### src/rtl/timing_control_pkg.sv
// Shared constants for the control-unit timing generator.
//   SC_W / NT      : sequence-counter width and number of one-hot timing signals
//   PH_*           : instruction-phase encodings driven on the phase output
//   T_*            : named timing-signal indices
//   SC_INTR_LAST   : last count of the three-cycle interrupt cycle
//   SC_IRQ_MIN     : earliest count at which a pending interrupt is accepted
package timing_control_pkg;

    localparam int unsigned SC_W = 4;
    localparam int unsigned NT   = 16;

    localparam logic [1:0] PH_FETCH  = 2'd0;
    localparam logic [1:0] PH_DECODE = 2'd1;
    localparam logic [1:0] PH_EXEC   = 2'd2;
    localparam logic [1:0] PH_INTR   = 2'd3;

    localparam int unsigned T_FETCH0 = 0;
    localparam int unsigned T_FETCH1 = 1;
    localparam int unsigned T_DECODE = 2;

    localparam logic [SC_W-1:0] SC_INTR_LAST = SC_W'(2);
    localparam logic [SC_W-1:0] SC_IRQ_MIN   = SC_W'(3);
    localparam logic [NT-1:0]   T_RESET      = NT'(1);

endpackage

### src/rtl/sc_onehot_decoder.sv
// Combinational binary-to-one-hot decoder for the sequence counter.
//   sc : binary count (W bits)
//   t  : one-hot vector (N bits), t[sc] = 1
module sc_onehot_decoder #(
    parameter int unsigned W = 4,
    parameter int unsigned N = 16
) (
    input  logic [W-1:0] sc,
    output logic [N-1:0] t
);

    always_comb begin
        t     = '0;
        t[sc] = 1'b1;
    end

endmodule

### src/rtl/timing_control.sv
// Sequence counter and timing-signal generator for the basic-computer control unit.
// Owns SC, registers the one-hot timing vector alongside it, tracks the interrupt
// cycle flag R and a sticky wrap-error flag.
//   clk, rst_n  : clock (rising edge), asynchronous active-low reset
//   en          : run enable; 0 freezes all state
//   clr_sc      : end-of-instruction request, returns SC to 0
//   ien         : interrupt enable flip-flop
//   irq_pend    : OR of pending I/O flags
//   sc, t       : current count and its registered one-hot decode
//   phase       : FETCH / DECODE / EXECUTE / INTR
//   r           : interrupt-cycle flag
//   decode_stb  : T2 outside the interrupt cycle
//   intr_ack    : T2 inside the interrupt cycle
//   err_wrap    : sticky, SC wrapped 15->0 without clr_sc
module timing_control
    import timing_control_pkg::*;
(
    input  logic            clk,
    input  logic            rst_n,
    input  logic            en,
    input  logic            clr_sc,
    input  logic            ien,
    input  logic            irq_pend,
    output logic [SC_W-1:0] sc,
    output logic [NT-1:0]   t,
    output logic [1:0]      phase,
    output logic            r,
    output logic            decode_stb,
    output logic            intr_ack,
    output logic            err_wrap
);

    logic [SC_W-1:0] sc_q, sc_d, sc_inc;
    logic [NT-1:0]   t_q, t_d;
    logic            r_q, r_d;
    logic            err_q, err_d;
    logic            in_intr_cycle;

    assign sc_inc = sc_q + SC_W'(1);

    // R set mid-instruction only takes over SC once the count is back at 0..2.
    assign in_intr_cycle = r_q && (sc_q <= SC_INTR_LAST);

    always_comb begin
        sc_d  = sc_q;
        r_d   = r_q;
        err_d = err_q;
        if (in_intr_cycle) begin
            // Fixed three-cycle sequence; clr_sc has no effect here.
            if (sc_q == SC_INTR_LAST) begin
                sc_d = '0;
                r_d  = 1'b0;
            end else begin
                sc_d = sc_inc;
            end
        end else begin
            if (clr_sc) begin
                sc_d = '0;
            end else begin
                sc_d = sc_inc;
                if (sc_q == '1) begin
                    err_d = 1'b1;
                end
            end
            if (!r_q && (sc_q >= SC_IRQ_MIN) && ien && irq_pend) begin
                r_d = 1'b1;
            end
        end
    end

    // Next T is decoded from next SC so both registers always agree.
    sc_onehot_decoder #(
        .W(SC_W),
        .N(NT)
    ) u_dec (
        .sc(sc_d),
        .t (t_d)
    );

    always_ff @(posedge clk or negedge rst_n) begin
        if (!rst_n) begin
            sc_q  <= '0;
            t_q   <= T_RESET;
            r_q   <= 1'b0;
            err_q <= 1'b0;
        end else if (en) begin
            sc_q  <= sc_d;
            t_q   <= t_d;
            r_q   <= r_d;
            err_q <= err_d;
        end
    end

    always_comb begin
        if (in_intr_cycle) begin
            phase = PH_INTR;
        end else if (t_q[T_FETCH0] || t_q[T_FETCH1]) begin
            phase = PH_FETCH;
        end else if (t_q[T_DECODE]) begin
            phase = PH_DECODE;
        end else begin
            phase = PH_EXEC;
        end
    end

    assign sc         = sc_q;
    assign t          = t_q;
    assign r          = r_q;
    assign err_wrap   = err_q;
    assign decode_stb = t_q[T_DECODE] & ~r_q;
    assign intr_ack   = t_q[T_DECODE] & r_q;

endmodule

### config.mk
export PLATFORM = sky130hd
export DESIGN_NAME = timing_control
export DESIGN_NICKNAME = d
export VERILOG_FILES = /design/src/rtl/timing_control_pkg.sv /design/src/rtl/sc_onehot_decoder.sv /design/src/rtl/timing_control.sv
export SDC_FILE = /design/constraint.sdc
export NUM_CORES = 1
export LEC_CHECK = 0
export BUFFER_PORTS_ARGS = -buffer_cell sky130_fd_sc_hd__buf_2
export CAP_MARGIN = 20
export CELL_PAD_IN_SITES_DETAIL_PLACEMENT = 0
export CELL_PAD_IN_SITES_GLOBAL_PLACEMENT = 2
export CORE_ASPECT_RATIO = 1.1
export CORE_MARGIN = 4
export CORE_UTILIZATION = 33
export DETAILED_ROUTE_END_ITERATION = 10
export GPL_TIMING_DRIVEN = 0
export PLACE_DENSITY = 0.84
export SLEW_MARGIN = 0
export SYNTH_ARGS = -nofsm -noshare
export SYNTH_HDL_FRONTEND = slang
export SYNTH_SLANG_ARGS = --single-unit
### constraint.sdc
create_clock -name clk -period 4.5 [get_ports clk]
set_clock_uncertainty 0.05 [all_clocks]
set_input_delay 0.45 -clock clk [delete_from_list [all_inputs] [get_ports clk]]
set_output_delay 0.45 -clock clk [all_outputs]
set_load 0.005 [all_outputs]
==> results.ini <==
[synthesis]
synth_area_um2 = 1162
synth-seq-cells = 22
synthMuxAreaShare = 0
synth.yosys.seq_area_share = 0.4747
synth_common_cells = 21 x dfrtp_1, 18 x inv_1, 15 x o22ai_1
synth_fp_nets = 129
netlist.area_leader.share = 0.4521
synth_cell_types = 36
synthCells = 121
syn_avg_cell_area_um2 = 9.606
synthArstFlopShare = 1.000
synth_xor_area_frac = 0
synth_top_family_by_area = compound AO/OA/AOI/OAI gates
synthTopCellsByArea = dfrtp_1 45%, o22ai_1 8.1%, inv_1 5.8%
synth_ff_type = dfrtp_1
synthMostInstantiatedCell = dfrtp_1
synth_area_leader_cell = dfrtp_1
synth_edf_count = 0
synth_simple_gate_area_frac = 0.1647
synth_compound_area_frac = 0.2583
synth_fa_ha_area_frac = 0.02153
yosys_warnings = 0

[clocking]
clk_pin_slew_ns = 0.13
cts_tree = yes
post_cts_buffers = 0
cts.sink_count = 22
root_buffer = clkbuf_4
clockBufferDepth = 2
holdBufCountCts = 0
cts_resized = 0
cts_max_level = 1
clk_latency_ns = 0.32
cts_inserted_buffers = 3

[global_routing]
grt_max_degree = 23
gr-total-overflow = 0
grt.total_usage = 0.1364
grt_pass1_wl_um = 4816
grt_pass1_vias = 994
antenna_found_initial = 0

[floorplan]
num_rows = 22
num_io_pins = 32
dieArea_um2 = 4537
die_w_um = 64.59
start_util = 0.3461
die_y_um = 70.25
core-area_um2 = 3358

[sta]
fin_crit_ns = 2.627
drv_slew = 0
hold_ws_ns = 0.02447
worst_slack_ns = 1.873
clock.fmax_mhz = 380.7
rsz0062_at_grt = no
worst_pin_slew_ns = 0.5740
finalCritPeriodShare = 0.5837
setup_violations = 0
hold_viol = 0
slew-limit-headroom = 0.6133
setup_tns_ns = 0

[worst_setup_path]
reg2regPathDepth = 7
cp_slowest_cell = dfrtp_1
required_ns = 4.00
start_kind = flop
path_class = reg -> out
crit_cells = 7
slowest_delay_ns = 0.39
worstSetupEndpointType = primary output
crit_chain = clkbuf_1 -> inv_1 -> ha_1 -> nand2b_1 -> and2_1 -> a21o_1 -> buf_2
cp.arrival_ns = 2.13
cp_num_buf_inv = 3
worst-path-max-fanout = 8
crit_family = buffers and inverters

[place]
gp_congestion = 0.7922
port_buffers = 31
dp_hpwl_um = 2114
place_ws_ns = 2.245
place_area_um2 = 1378

[cells_and_area]
fillCellCount = 358
antenna_cells = 0
syn2layout_area_growth_pct = 23.04
final_area_um2 = 1430
nets = 165
drive_gt1_frac = 0.2756

[routing]
vias_per_cell = 4.912
postRouteAntennaNets = 0
finalWirelength_um = 2865
drtPass1Iterations = 4
avgRoutedWirePerCell_um = 14.04
drc = 0
vias = 1002
drt-initial-drc-count = 20

[power]
p_leak_nw = 0.6708
power_density_nw_per_um2 = 571.9
ir_worst_vdd_v = 0.0001658
finalPower_uw = 817.9

[outcome]
status = complete, no violations

[hold_path]
min_path_type = in -> async

[run]
maxCapViolCount = 0

-- metrics by stage --
stage,instances,util
floorplan,121,-
global placement,200,0.4102
detailed placement,200,0.4102
CTS,204,0.4259
global route,204,0.4259
finish,204,0.4259
-- worst register-to-register path: cells and delay by family, from the launching register on --
kind	cells	cell delay, ns
AND/OR/NAND/NOR	1	0.19
adder cells (fa/ha/maj)	1	0.30
AO/OA/AOI/OAI	3	0.72
buffers and inverters	2	0.48
flip-flops	1	0.39
-- state kept, by name, indices dropped and copies added, names as in the netlist --
register and flops:
err_wrap 1, r 1, t 16, sc 4
-- cells in the final DEF (no fill, tap or decap), drive strengths merged, types with 2 or more instances in the layout --
cell type	count
and3	2
and2	2
o22ai	15
ha	2
nor3b	2
inv	18
nand2	7
nand3	2
a31oi	2
nand4	2
buf	31
clkbuf	10
o2bb2ai	2
dfrtp	21
nand2b	4
a21oi	2
nor2	5
o21ai	5
nand3b	2
a21o	4
-- cell families (layout without fill, tap and decap cells) --
kind of cell	after synthesis	in the layout
DFF	22	22
and+or+nand+nor	32	32
AOI/OAI and AO/OA	40	40
buffers and inverters	25	60
adders and majority gates	2	2
-- cell type report --
class	instances	area, um^2	area share
Clock inverter	1	30.03	0.02100
Sequential cell	22	551.8	0.3858
Buffer	7	26.28	0.01837
Inverter	18	67.56	0.04724
Timing Repair Buffer	31	155.1	0.1085
Clock buffer	3	22.52	0.01575
Multi-Input combinational cell	74	516.7	0.3613
Tap cell	48	60.06	0.04199
-- power breakdown --
part	switching (mW)	internal (mW)
logic	0.213	0.167
registers	0.0435	0.240
clock network	0.0643	0.0901
total	0.320	0.498
-- final timing paths --
check,end,start,slack [ns]
worst max-delay path,phase[1],sc[0],1.87
worst min-delay path,t[1],rst_n,0.02
worst max register to register,t[10],sc[0],2.30
worst min register to register,err_wrap,err_wrap,0.43
max in group asynchronous,t[0],rst_n,4.02
min in group clk,err_wrap,clr_sc,0.37
-- layer usage --
layer | GRT usage | vias up | part of all wire
met1 | 0.1796 | 475 | 0.46
li1 | - | 503 | -
met5 | 0 | - | 0
met3 | 0.02412 | 5 | 0.033
met2 | 0.2190 | 19 | 0.49
met4 | 0.05634 | 0 | 0.017
No activity file was read; power rests on OpenSTA's default activity.
